**src/rtl/dac_sample_streamer.sv**
```systemverilog
// ---------------------------------------------------------------------------
// dac_sample_streamer
//
// Back-end stage of the plb_dac peripheral. Samples arrive from the register
// bank over a valid/ready handshake and are buffered in a small FIFO. The
// block generates the DAC data clock (S_DCLKIO) with a programmable divider.
// It presents one sample per DAC clock on S_Data and sequences the DAC
// through power-down (IDLE), wake-up (WAKE), streaming (RUN) and an orderly
// stop (STOP).
//
// Ports
//   Bus2IP_Clk     system clock
//   Bus2IP_Resetn  asynchronous active-low reset
//   s_data/s_valid/s_ready  sample input handshake (push on s_valid&&s_ready)
//   cfg_enable     run request
//   cfg_clk_div    DCLKIO half-period minus one, in system cycles
//   cfg_format     0 = offset binary, 1 = two's complement
//   underrun_clr   single-cycle pulse clearing the sticky underrun flag
//   fifo_level     current FIFO occupancy
//   underrun       sticky: the FIFO was empty at a sample slot
//   running        high while in RUN
//   S_Data         DAC data, bit 0 is the MSB
//   S_DCLKIO       DAC data clock (DAC latches on its rising edge)
//   S_PWRDN        DAC power-down, active high
//   S_Format       registered copy of cfg_format
//   S_PinMD/S_ClkMD static DAC mode pins (1 / 0)
// ---------------------------------------------------------------------------
module dac_sample_streamer #(
    parameter int C_DATA_WIDTH  = 10,
    parameter int C_FIFO_DEPTH  = 16,
    parameter int C_DIV_WIDTH   = 16,
    parameter int C_WAKE_CYCLES = 64
) (
    input  logic                             Bus2IP_Clk,
    input  logic                             Bus2IP_Resetn,
    input  logic [C_DATA_WIDTH-1:0]          s_data,
    input  logic                             s_valid,
    output logic                             s_ready,
    input  logic                             cfg_enable,
    input  logic [C_DIV_WIDTH-1:0]           cfg_clk_div,
    input  logic                             cfg_format,
    input  logic                             underrun_clr,
    output logic [$clog2(C_FIFO_DEPTH):0]    fifo_level,
    output logic                             underrun,
    output logic                             running,
    output logic [0:C_DATA_WIDTH-1]          S_Data,
    output logic                             S_DCLKIO,
    output logic                             S_PWRDN,
    output logic                             S_Format,
    output logic                             S_PinMD,
    output logic                             S_ClkMD
);

    localparam int PTR_W  = $clog2(C_FIFO_DEPTH);
    localparam int LVL_W  = PTR_W + 1;
    localparam int WAKE_W = $clog2(C_WAKE_CYCLES + 1);

    localparam logic [WAKE_W-1:0]       WAKE_LAST = WAKE_W'(C_WAKE_CYCLES - 1);
    localparam logic [LVL_W-1:0]        LVL_FULL  = LVL_W'(C_FIFO_DEPTH);
    // Offset-binary midscale: only the MSB set.
    localparam logic [C_DATA_WIDTH-1:0] MID_OB    = {1'b1, {(C_DATA_WIDTH-1){1'b0}}};

    typedef enum logic [1:0] {
        ST_IDLE,
        ST_WAKE,
        ST_RUN,
        ST_STOP
    } state_t;

    // ------------------------------------------------------------------
    // State
    // ------------------------------------------------------------------
    state_t                    state_q, state_d;
    logic [WAKE_W-1:0]         wake_cnt_q, wake_cnt_d;
    logic [C_DIV_WIDTH-1:0]    div_cnt_q, div_cnt_d;
    logic [C_DIV_WIDTH-1:0]    div_q, div_d;        // latched cfg_clk_div
    logic                      dclk_q, dclk_d;
    logic [C_DATA_WIDTH-1:0]   data_q, data_d;
    logic                      pwrdn_q, pwrdn_d;
    logic                      format_q;
    logic                      underrun_q, underrun_d;
    logic                      ready_q, ready_d;
    logic                      running_q, running_d;
    logic [PTR_W-1:0]          wr_ptr_q, wr_ptr_d;
    logic [PTR_W-1:0]          rd_ptr_q, rd_ptr_d;
    logic [LVL_W-1:0]          level_q, level_d;

    logic [C_DATA_WIDTH-1:0]   mem [C_FIFO_DEPTH];

    logic                      push;
    logic                      pop;
    logic                      urun_set;
    logic                      div_tc;
    logic                      stopping;
    logic [C_DATA_WIDTH-1:0]   midscale;

    assign midscale = cfg_format ? '0 : MID_OB;
    assign push     = s_valid && ready_q;
    assign div_tc   = (div_cnt_q == div_q);

    // ------------------------------------------------------------------
    // Next-state / datapath
    // ------------------------------------------------------------------
    always_comb begin
        state_d    = state_q;
        wake_cnt_d = wake_cnt_q;
        div_cnt_d  = div_cnt_q;
        div_d      = div_q;
        dclk_d     = dclk_q;
        data_d     = data_q;
        pwrdn_d    = pwrdn_q;
        pop        = 1'b0;
        urun_set   = 1'b0;
        stopping   = 1'b0;

        unique case (state_q)
            ST_IDLE: begin
                pwrdn_d    = 1'b1;
                dclk_d     = 1'b0;
                data_d     = midscale;
                div_cnt_d  = '0;
                wake_cnt_d = '0;
                if (cfg_enable) begin
                    state_d = ST_WAKE;
                    pwrdn_d = 1'b0;
                end
            end

            ST_WAKE: begin
                pwrdn_d = 1'b0;
                dclk_d  = 1'b0;
                data_d  = midscale;
                if (!cfg_enable) begin
                    state_d = ST_IDLE;
                    pwrdn_d = 1'b1;
                end else if (wake_cnt_q == WAKE_LAST) begin
                    // First rising DCLKIO lands exactly C_WAKE_CYCLES after
                    // PWRDN was released, with midscale already on the bus.
                    state_d   = ST_RUN;
                    dclk_d    = 1'b1;
                    div_cnt_d = '0;
                    div_d     = cfg_clk_div;
                end else begin
                    wake_cnt_d = wake_cnt_q + WAKE_W'(1);
                end
            end

            ST_RUN, ST_STOP: begin
                if (div_tc) begin
                    div_cnt_d = '0;
                    dclk_d    = !dclk_q;
                end else begin
                    div_cnt_d = div_cnt_q + C_DIV_WIDTH'(1);
                end

                // A RUN cycle that sees cfg_enable low already behaves as
                // STOP, so a disable during a high phase ends on this very
                // period's falling edge.
                stopping = (state_q == ST_STOP) || !cfg_enable;

                if (stopping) begin
                    if (div_tc && dclk_q) begin
                        // Falling edge that ends the period: power down
                        // without consuming a sample, FIFO left intact.
                        state_d = ST_IDLE;
                        pwrdn_d = 1'b1;
                        data_d  = midscale;
                    end else begin
                        state_d = ST_STOP;
                    end
                end else if (div_tc && dclk_q) begin
                    // Sample slot: new data launches with the falling edge
                    // and is stable for a full half-period before the DAC
                    // latches it on the next rising edge.
                    div_d = cfg_clk_div;
                    if (level_q != '0) begin
                        pop    = 1'b1;
                        data_d = mem[rd_ptr_q];
                    end else begin
                        urun_set = 1'b1;
                    end
                end
            end

            default: begin
                state_d = ST_IDLE;
            end
        endcase
    end

    // FIFO bookkeeping. Push and pop never touch the same entry: that would
    // need the FIFO to be both full (push blocked) or empty (pop blocked).
    always_comb begin
        wr_ptr_d = push ? (wr_ptr_q + PTR_W'(1)) : wr_ptr_q;
        rd_ptr_d = pop  ? (rd_ptr_q + PTR_W'(1)) : rd_ptr_q;
        level_d  = level_q;
        unique case ({push, pop})
            2'b10:   level_d = level_q + LVL_W'(1);
            2'b01:   level_d = level_q - LVL_W'(1);
            default: level_d = level_q;
        endcase
        // Ready is registered from the next level so it drops on the same
        // cycle the level reaches full.
        ready_d    = (level_d != LVL_FULL);
        running_d  = (state_d == ST_RUN);
        // Set wins over a simultaneous clear.
        underrun_d = urun_set || (underrun_q && !underrun_clr);
    end

    // ------------------------------------------------------------------
    // Registers
    // ------------------------------------------------------------------
    always_ff @(posedge Bus2IP_Clk or negedge Bus2IP_Resetn) begin
        if (!Bus2IP_Resetn) begin
            state_q    <= ST_IDLE;
            wake_cnt_q <= '0;
            div_cnt_q  <= '0;
            div_q      <= '0;
            dclk_q     <= 1'b0;
            data_q     <= MID_OB;
            pwrdn_q    <= 1'b1;
            format_q   <= 1'b0;
            underrun_q <= 1'b0;
            ready_q    <= 1'b0;
            running_q  <= 1'b0;
            wr_ptr_q   <= '0;
            rd_ptr_q   <= '0;
            level_q    <= '0;
        end else begin
            state_q    <= state_d;
            wake_cnt_q <= wake_cnt_d;
            div_cnt_q  <= div_cnt_d;
            div_q      <= div_d;
            dclk_q     <= dclk_d;
            data_q     <= data_d;
            pwrdn_q    <= pwrdn_d;
            format_q   <= cfg_format;
            underrun_q <= underrun_d;
            ready_q    <= ready_d;
            running_q  <= running_d;
            wr_ptr_q   <= wr_ptr_d;
            rd_ptr_q   <= rd_ptr_d;
            level_q    <= level_d;
        end
    end

    // Sample storage: no reset so it maps onto distributed RAM.
    always_ff @(posedge Bus2IP_Clk) begin
        if (push) begin
            mem[wr_ptr_q] <= s_data;
        end
    end

    // ------------------------------------------------------------------
    // Outputs
    // ------------------------------------------------------------------
    assign s_ready    = ready_q;
    assign fifo_level = level_q;
    assign underrun   = underrun_q;
    assign running    = running_q;
    assign S_Data     = data_q;     // data_q MSB lands on S_Data[0]
    assign S_DCLKIO   = dclk_q;
    assign S_PWRDN    = pwrdn_q;
    assign S_Format   = format_q;
    assign S_PinMD    = 1'b1;
    assign S_ClkMD    = 1'b0;

endmodule

```
**config.mk**
```make
export PLATFORM = sky130hd
export DESIGN_NAME = dac_sample_streamer
export DESIGN_NICKNAME = d
export VERILOG_FILES = /design/src/rtl/dac_sample_streamer.sv
export SDC_FILE = /design/constraint.sdc
export NUM_CORES = 1
export LEC_CHECK = 0
export ABC_AREA = 1
export CORE_UTILIZATION = 54
export CTS_BUF_LIST = sky130_fd_sc_hd__clkbuf_4
export CTS_CLUSTER_DIAMETER = 60
export DETAILED_ROUTE_END_ITERATION = 6
export HOLD_SLACK_MARGIN = 0.1
export PLACE_DENSITY = 0.77
export RECOVER_POWER = 50
export SLEW_MARGIN = 20
export SYNTH_ARGS = -nofsm -noshare
export SYNTH_HDL_FRONTEND = slang
export SYNTH_SLANG_ARGS = --single-unit
```
**constraint.sdc**
```tcl
create_clock -name Bus2IP_Clk -period 2.8 [get_ports Bus2IP_Clk]
set_input_delay 0.28 -clock Bus2IP_Clk [delete_from_list [all_inputs] [get_ports Bus2IP_Clk]]
set_output_delay 0.28 -clock Bus2IP_Clk [all_outputs]
set_load 0.05 [all_outputs]
```
Yosys cells after proc, flatten, opt, wreduce, memory -nomap -nowiden
Memory sizes are Yosys's and may differ from the RTL's. Index checks and enable logic that the tools add are counted.

Register bits after elaboration: 70. Bits in writable memories: 160. Output and inout port bits: 23. Input bits: 32. Memories: 1. Word-level logic and storage cells: 100.

Equality and inequality tests: 17. Multiplexer cells: 43. Reduce and logical (&&, ||, !) cells: 19. Add/sub/neg operators: 6.

Memories: mem (depth 16, width 10, rd ports 1, clocked after memory_dff 0, wr ports 1, line 88) `logic [C_DATA_WIDTH-1:0] mem [C_FIFO_DEPTH];`.

Operators with widths (number): $mux 16 (7); $mux 10 (5); $pmux 16 s3 (1); $pmux 16 s2 (1); $pmux 10 s2 (1); $add 16x1->16 const B (1); $eq 16x16->1 (1); $mux 1 (16); $mux 7 (2); $ne 2x2->1 const B (7); $pmux 7 s2 (1); $mux 2 (5); $pmux 5 s2 (1); $add 4x1->4 const B (2); $eq 2x2->1 const B (4); $add 7x1->7 const B (1); $eq 7x6->1 const B (1); $pmux 2 s3 (1); $reduce_and 2->1 (3); $add 5x1->5 const B (1); $ne 5x5->1 const B (1); $reduce_and 5->1 (1); $reduce_bool 5->1 (1); $sub 5x1->5 const B (1); other kinds (11) (19).

Logic depth before layout (Yosys ltp)
Gate-level depths: netlist (run 1).

Depth after elaboration: 8. Depth in mapped cells: 16. Depth with buffers taken out: 16.

Least setup slack after synthesis (run 1)
No wires, ideal clock.

Path kind: register to register. Start point: register level_q[1] (netlist: fifo_level[1]). End point: register ready_q (netlist: s_ready). Data required time: 2.673 ns. Library setup time: 0.127 ns. Path slack: 0.219 ns. Path buffers: 0. Stages on the path, launching flop included: 13. Data arrival time: 2.454 ns. Period minus slack after synthesis: 2.581 ns. Cell sequence: dfrtp_1 nor2_1 nand2_1 nand2_1 nor2_1 ha_1 ha_1 a21o_1 a21oi_1 xor2_1 nand2_1 nand2_1 nand3_1.

Longest elaborated chain between the ends: 8. Elaborated cells on any way between the ends: 11. Those cells by class: add/sub: 2; eq/ne: 3; mux: 5; reduce/logical: 1.

Ends and longest elaborated chain: start, declared (line 86) `logic [LVL_W-1:0] level_q, level_d;`; start signal, assigned (line 243) `level_q <= level_d;`; $reduce_bool 5->1 (*) (line 176) `if (level_q != '0) begin`; $mux 1 (*) (line 176); $mux 1 (*) (line 171) `end else if (div_tc && dclk_q) begin`; $mux 1 (*) (line 161) `if (stopping) begin`; $mux 1 (*) (line 116) `unique case (state_q)`; via pop (line 91) `logic pop;`; $eq 2x1->1 or $eq 2x2->1 (tied branches) (line 197) `unique case ({push, pop})`; $pmux 5 s2 (*) (line 197); via level_d[4] (line 86); $ne 5x5->1 (*) (line 204) `ready_d = (level_d != LVL_FULL);`; via ready_d (line 82) `logic ready_q, ready_d;`; end signal, assigned (line 239) `ready_q <= ready_d;`; end, declared (line 82).

Mark *: on every way through the listed nets, which the timed path passes. The rest lies on a longest branch. A chain may end at the register's enable or synchronous reset.

Worst setup path after layout (run 1)
Start point: register div_cnt_q[9]. End point: register ready_q (netlist: s_ready).

Longest elaborated chain between the ends: 8. Elaborated cells on any way between the ends: 9. Those cells by class: eq/ne: 4; mux: 4; reduce/logical: 1.

Ends and longest elaborated chain: start, declared (line 75) `logic [C_DIV_WIDTH-1:0] div_cnt_q, div_cnt_d;`; start signal, assigned (line 232) `div_cnt_q <= div_cnt_d;`; $eq 16x16->1 (*) (line 99) `assign div_tc = (div_cnt_q == div_q);`; $logic_and 1x1->1 (*) (line 171); $mux 1 (*) (line 171); $mux 1 (*) (line 161); $mux 1 (*) (line 116); via pop (line 91); $eq 2x1->1 or $eq 2x2->1 (tied branches) (line 197); $pmux 5 s2 (*) (line 197); via level_d[4] (line 86); $ne 5x5->1 (*) (line 204); via ready_d (line 82).

Marked as above.

==> qor.csv, run 1 <==
stage;metric;value;unit
sta;finClkSkew;0.0562;ns
yosys;ys_ff_latch;230;
critical_path;cp-start-kind;register;
route;drc;20;
clocking;cts_root_buf;clkbuf_4;
critical_path;critPathMaxFanout;4;
sta;timing.hold.ws;0.132;ns
floorplan;die_w;138;um
clocking;cts.path.max_buffers;3;
route;drt_iter0_markers;606;
layout;nNetsFinal;1118;
sta;post-route-period-util;0.903;
placement;dp_hpwl;13700;um
yosys;syn_inst;969;
clocking;cts_tree;done;
critical_path;crit_path_frequent_cell;nand2_1;
floorplan;std_cell_rows;49;
route;dr_wl_met3;1620;um
global_routing;grt_pass1_vias;7022;
flow_run;cap_violations;1;
placement;gp_congestion;0.804;
yosys;ys_warn_count;0;
sta;final.min_clock_period;2.53;ns
critical_path;end_kind;register;
critical_path;cp.arrival;3.08;ns
layout;drive_above_1_share;0.127;
sta;slew_headroom;-0.135;
global_routing;grt_pass1_wl;35100;um
yosys;synth_cell_types;42;
layout;syn_to_final_growth;15.5;%
floorplan;start_util;0.556;
power;switching_share;0.266;
route;met1Wirelength;9260;um
power;fin_total_pwr;7.57;mW
sta;hold_violations;0;
critical_path;cp_slowest_cell;dfrtp_1;
sta;fmax;395;MHz
floorplan;core_area;18100;um2
run_status;status;finished with violations;
power;pwr-share-seq;0.539;
yosys;syn-cell-area;10000;um2
clocking;cts_made_buffers;57;
power;peakVddDrop;0.381;mV
placement;io_buffers;52;
route;ant_nets;0;
global_routing;antenna_found_initial;1;
layout;multiInputGateArea;3070;um2
power;p_per_area;652;nW/um2
yosys;seq_area_frac_synth;0.653;
layout;regArea;6560;um2
critical_path;slowest_delay;0.36;ns
power;leakage;4.62;nW
global_routing;track_usage;0.233;
route;postRouteWirelength;21500;um
yosys;syn_nets;1013;
floorplan;io_pins;55;
clocking;htree_levels;2;
floorplan;fp.dieArea;19200;um2
critical_path;worstPathRequired;3.36;ns
clocking;cts_setup_buffers;0;
critical_path;path_class;reg -> reg;
layout;nFillCells;1415;
critical_path;path_buf_inv;1;
critical_path;critical_path.top_delay_family;simple AND/OR/NAND/NOR gates;
route;vias_per_cell;5.44;
power;clkPwrFrac;0.346;
sta;worst_pin_slew;1.70;ns
route;num_vias;7294;
route;dr.pass1.iters;7;
worst_hold_path;min_path_type;in -> reg;
floorplan;die_height;138;um
power;comb_power_share;0.116;
power;p_sw;2.02;mW
clocking;clk_pin_slew;0.07;ns
sta;setup_viol;0;
global_routing;grt_max_degree;71;
route;routed.top_layer;met4;
global_routing;grt_overflow;0;
route;route.met2.wl;10100;um
clocking;clkLatencyLatePin;0.69;ns
sta;drv_slew;71;
power;p_int;5.55;mW
yosys;avgSynthCellArea;10.4;um2
critical_path;timing.critical_path.cells;inv_1 -> nand2_1 -> nand2_1 -> nor2_1 -> nand2_1 -> nor2_2 -> nand3_4 -> nor2_4 -> ha_2 -> ha_1 -> a21o_1 -> a21oi_1 -> xor2_1 -> nand2_1 -> nand2_1 -> nand3_1;
run_status;violations;DRC, capacitance limit, slew limit;
clocking;clock_sinks;230;
route;routedWlPerCell;16.0;um
[layer usage]
metal  up-vias  track usage
li1       3537            -
met1      3438        0.317
met2       268        0.367
met3        51       0.0426
met4         0        0.107
met5         -            0
[logic make-up (layout without fill, tap and decap cells)]
group	Yosys count	in the layout	synth area share
xor gates and xnor gates	14	14	0.0122
buffers and inverters	104	247	0.0433
and+or+nand+nor	442	442	0.181
AOI/OAI and AO/OA	164	164	0.0929
muxes	1	1	0.000996
DFF	230	230	0.653
other	2	3	0.000747
adders and majority gates	12	12	0.0157
[stage by stage]
step | instance area, um2 | util | worst slack (ns) | setup TNS, ns | instances
3_5_place_dp | 10900 | 0.602 | 0.0726 | 0 | 1241
5_1_grt | 11600 | 0.642 | -0.00387 | -0.00387 | 1342
2_1_floorplan | 10000 | - | 0.219 | 0 | 969
4_1_cts | 11600 | 0.642 | 0.164 | 0 | 1341
3_3_place_gp | 10900 | 0.602 | 0.189 | 0 | 1241
6_report | 11600 | 0.642 | 0.271 | 0 | 1342
[synth_stat cells]
master,count,share of area
conb_1,2,0.00075
nand2_2,10,0.0062
nor3_2,1,0.0010
nor3_1,6,0.0030
nand2_1,201,0.075
xor2_1,12,0.010
a22oi_1,1,0.00075
a21o_1,1,0.00075
clkinv_4,1,0.00087
nand4_1,11,0.0068
nor2_2,2,0.0012
buf_12,1,0.0020
inv_1,55,0.021
fa_1,1,0.0020
xnor2_1,2,0.0017
mux2i_1,1,0.0010
o211ai_1,37,0.028
a21oi_1,16,0.0080
nor4_1,1,0.00062
nor3b_1,1,0.00075
buf_1,2,0.00075
inv_2,7,0.0026
o21ai_1,9,0.0045
or2_2,1,0.00062
clkbuf_1,24,0.0090
a32o_1,1,0.0010
nand3b_1,1,0.00075
o22ai_1,2,0.0012
buf_2,10,0.0050
o21ai_0,95,0.047
buf_4,3,0.0022
nand3_4,1,0.0017
ha_1,11,0.014
edfxtp_1,160,0.48
nand2_4,3,0.0034
nand3_1,35,0.017
o221ai_1,1,0.00087
clkinv_1,1,0.00037
dfrtp_1,68,0.17
a31o_2,1,0.00087
dfstp_2,2,0.0052
nor2_1,168,0.063
[tightest hold or removal path: stages]
cell and delay, ns:
clkdlybuf4s50_1 0.41, nand2_2 0.06, nand2_1 0.04
[power by group through the flow]
| stage | combinational [mW] | clock [mW] | sequential (mW) |
|---|---|---|---|
| finish | 0.875 | 2.62 | 4.08 |
| global route | 0.970 | 2.83 | 4.11 |
| CTS | 0.884 | 2.67 | 4.08 |
| detailed placement | 0.877 | 0 | 4.15 |
| global placement | 0.857 | 0 | 4.14 |
| floorplan | 0.387 | 0 | 4.25 |
[cell usage in the layout (no fill, tap or decap), types with 7 or more instances in the layout]
master | Yosys | final
a21oi_1 | 16 | 16
buf_4 | 3 | 28
clkbuf_4 | 0 | 74
clkdlybuf4s50_1 | 0 | 40
clkinv_1 | 1 | 19
dfrtp_1 | 68 | 66
dlygate4sd3_1 | 0 | 14
edfxtp_1 | 160 | 160
ha_1 | 11 | 10
inv_1 | 55 | 55
inv_2 | 7 | 7
nand2_1 | 201 | 200
nand2_2 | 10 | 11
nand3_1 | 35 | 35
nand4_1 | 11 | 11
nor2_1 | 168 | 167
nor3_1 | 6 | 7
o211ai_1 | 37 | 37
o21ai_0 | 95 | 95
o21ai_1 | 9 | 9
xor2_1 | 12 | 12
[sequential cells by signal, indices dropped and copies added, names as in the netlist]
signal and cells:
mem 160, rd_ptr_q 4, wake_cnt_q 7, S_PWRDN 1
fifo_level 5, div_q 16, wr_ptr_q 4, underrun 1
state_q 2, div_cnt_q 16, running 1, s_ready 1
S_Data 10, S_DCLKIO 1, S_Format 1
[final cells by class]
cell class	count	share of cell area
inverters	64	0.0211
clock inverters	23	0.0107
clock buffers	74	0.0479
diodes	1	0.000216
multi-input cells	635	0.264
well taps	229	0.0247
repair buffers	86	0.0661
flip-flops and latches	230	0.565
[path summary, 6_finish.rpt]
path	slack, ns	startpoint	cells past startpoint	end
max	0.27	div_cnt_q[9]$_DFFE_PN0P_	16	s_ready$_DFF_PN0_
min	0.13	cfg_clk_div[5]	3	div_q[5]$_DFFE_PN0P_
max reg2reg	0.27	div_cnt_q[9]$_DFFE_PN0P_	16	s_ready$_DFF_PN0_
min reg2reg	0.49	S_Data[0]$_DFFE_PN1P_	2	S_Data[0]$_DFFE_PN1P_
max in group asynchronous	1.10	Bus2IP_Resetn	2	div_cnt_q[10]$_DFFE_PN0P_
min in group asynchronous	0.58	Bus2IP_Resetn	2	div_q[5]$_DFFE_PN0P_
[timing repair]
action                     CTS  global route
gates resized for setup      0             6
setup endpoints to repair    0             3
hold buffers                 3             0
hold endpoints to repair    70             0
Power figures use the tool's default switching activity.
==> run 2, diff against run 1 <==
Settings changed: SKIP_CTS_REPAIR_TIMING from default to 1.
==> qor.csv, run 2 (synthesized netlist as in run 1, its figures left out) <==
stage;metric;value;unit;change
route;postRouteWirelength;21400;um;-0.44%
floorplan;die_w;138;um;unchanged
route;routedWlPerCell;15.9;um;-0.36%
layout;final_cell_mix;200 x nand2_1, 167 x nor2_1, 160 x edfxtp_1;;
clocking;cts.path.max_buffers;3;;unchanged
critical_path;regToRegSetupSlack;0.28;ns;about the same
clocking;clkLatencyLatePin;0.69;ns;about the same
placement;dp_cells;1241;;unchanged
global_routing;grt_max_degree;71;;unchanged
layout;syn_to_final_growth;15.4;%;about the same
power;leakage;4.62;nW;about the same
sta;finalSetupTns;0;ns;unchanged
floorplan;io_pins;55;;unchanged
critical_path;slowest_delay;0.36;ns;about the same
critical_path;worstRegToRegCells;16;;unchanged
run_status;status;finished with violations;;
sta;final.min_clock_period;2.52;ns;-0.00713 ns
worst_hold_path;min_path_type;in -> reg;;
global_routing;grt_use_met1;0.317;;about the same
sta;slew_headroom;-0.140;;-0.00511
placement;dp_hpwl;13700;um;unchanged
route;num_vias;7235;;-0.81%
critical_path;crit_path_frequent_cell;nand2_1;;
placement;gp_congestion;0.804;;unchanged
floorplan;std_cell_rows;49;;unchanged
critical_path;r2r_start;div_cnt_q[9]$_DFFE_PN0P_;;
sta;post-route-period-util;0.901;;-0.00254
clocking;htree_levels;2;;unchanged
sta;fmax;396;MHz;+0.28%
floorplan;fp.dieArea;19200;um2;unchanged
global_routing;use_met2;0.366;;-0.00107
sta;drv_slew;71;;unchanged
layout;nFillCells;1415;;unchanged
layout;largest_register_ffs;160;;unchanged
global_routing;track_usage;0.233;;-0.000387
worst_hold_path;holdPathEnd;div_q[15]$_DFFE_PN0P_;;
clocking;cts_made_buffers;57;;unchanged
clocking;cts_tree;done;;
route;ant_nets;0;;unchanged
layout;top_regs;mem: 160 flops, div_cnt_q: 16 flops, div_q: 16 flops;;
sta;timing.hold.ws;0.127;ns;-0.00512 ns
critical_path;cp.arrival;3.07;ns;about the same
clocking;cts_root_buf;clkbuf_4;;
clocking;clock_sinks;230;;unchanged
worst_hold_path;worstHoldStart;cfg_clk_div[15];;
sta;hold_violations;0;;unchanged
run_status;violations;DRC, capacitance limit, slew limit;;
layout;regMostFlops;mem;;
global_routing;grt_pass1_vias;7008;;-0.20%
critical_path;cp-start-kind;register;;
layout;final_cells;1341;;-0.075%
global_routing;grt_pass1_wl;35000;um;-0.14%
critical_path;cp_slowest_cell;dfrtp_1;;
route;drc;20;;unchanged
power;peakVddDrop;0.382;mV;+0.27%
layout;layout_commonest_cell;nand2_1;;
critical_path;end_kind;register;;
critical_path;reg2reg_to;s_ready$_DFF_PN0_;;
layout;nNetsFinal;1117;;-0.089%
critical_path;critPathMaxFanout;4;;unchanged
placement;pre_cts_ws;0.0726;ns;unchanged
global_routing;antenna_found_initial;1;;unchanged
critical_path;critical_path.top_delay_family;simple AND/OR/NAND/NOR gates;;
floorplan;die_height;138;um;unchanged
critical_path;path_class;reg -> reg;;
placement;io_buffers;52;;unchanged
global_routing;gr-usage-met3;0.0426;;unchanged
critical_path;path_depth;16;;unchanged
critical_path;path_buf_inv;1;;unchanged
clocking;clk_pin_slew;0.07;ns;about the same
critical_path;timing.critical_path.cells;inv_1 -> nand2_1 -> nand2_1 -> nor2_1 -> nand2_1 -> nor2_2 -> nand3_4 -> nor2_4 -> ha_2 -> ha_1 -> a21o_1 -> a21oi_1 -> xor2_1 -> nand2_1 -> nand2_1 -> nand3_1;;
flow_run;cap_violations;1;;unchanged
sta;setup_viol;0;;unchanged
floorplan;core_area;18100;um2;unchanged
global_routing;grt_busiest_layer;met2;;
global_routing;grt_overflow;0;;unchanged
critical_path;crit_start;div_cnt_q[9]$_DFFE_PN0P_;;
route;drt_iter0_markers;628;;+3.6%
power;p_per_area;652;nW/um2;about the same
layout;drive_above_1_share;0.127;;about the same
critical_path;worstPathRequired;3.35;ns;about the same
layout;post-route-util;0.641;;about the same
sta;fin_ws;0.278;ns;+0.00713 ns
sta;finClkSkew;0.0550;ns;-0.00119 ns
sta;worst_pin_slew;1.71;ns;+0.00767 ns
worst_hold_path;hold_depth;3;;unchanged
route;dr.pass1.iters;7;;unchanged
route;vias_per_cell;5.40;;-0.73%
floorplan;start_util;0.556;;unchanged
run 2: cell types whose count changed in the layout (fill, tap and decap cells not counted):
cell	before	now
dlygate4sd3_1	14	13
run 2: worst max path at each step:
| stage | to | slack, ns |
|---|---|---|
| after global routing | s_ready$_DFF_PN0_ | -0.004 |
| after global placement | s_ready$_DFF_PN0_ | 0.19 |
| after CTS | s_ready$_DFF_PN0_ | 0.16 |
| after detailed placement | s_ready$_DFF_PN0_ | 0.07 |
| after floorplan | s_ready$_DFF_PN0_ | 0.22 |
| final | s_ready$_DFF_PN0_ | 0.28 |
run 2: through the flow:
step           power, mW  area [um2]
2_1_floorplan       4.64       10000
3_3_place_gp        5.00       10900
3_5_place_dp        5.03       10900
4_1_cts             7.63       11600
5_1_grt             7.90       11600
6_report            7.56       11600
run 2: layout make-up:
cell class | count | area, um2 | area share
antenna | 1 | 2.50 | 0.000216
clock buffer | 74 | 556 | 0.0479
clock inverter | 23 | 124 | 0.0107
inverter | 64 | 245 | 0.0211
multi-input combinational | 635 | 3070 | 0.264
sequential | 230 | 6560 | 0.566
tap | 229 | 287 | 0.0247
timing repair buffer | 85 | 757 | 0.0653
run 2: worst register-to-register path, stage by stage, from the launching register on:
cell	delay [ns]
dfrtp_1	0.36
inv_1	0.08
nand2_1	0.06
nand2_1	0.05
nor2_1	0.13
nand2_1	0.08
nor2_2	0.17
nand3_4	0.10
nor2_4	0.11
ha_2	0.22
ha_1	0.27
a21o_1	0.19
a21oi_1	0.16
xor2_1	0.19
nand2_1	0.07
nand2_1	0.08
nand3_1	0.08
run 2: power by group:
group,switching [mW],internal (mW)
clock,1.29,1.32
combinational,0.595,0.280
sequential,0.127,3.95
run 2: per-layer routing:
| layer | vias to the layer above | wire [um] |
|---|---|---|
| met1 | 3387 | 9140 |
| met3 | 48 | 1680 |
| met4 | 0 | 437 |
| li1 | 3536 | - |
| met5 | - | 0 |
| met2 | 264 | 10100 |
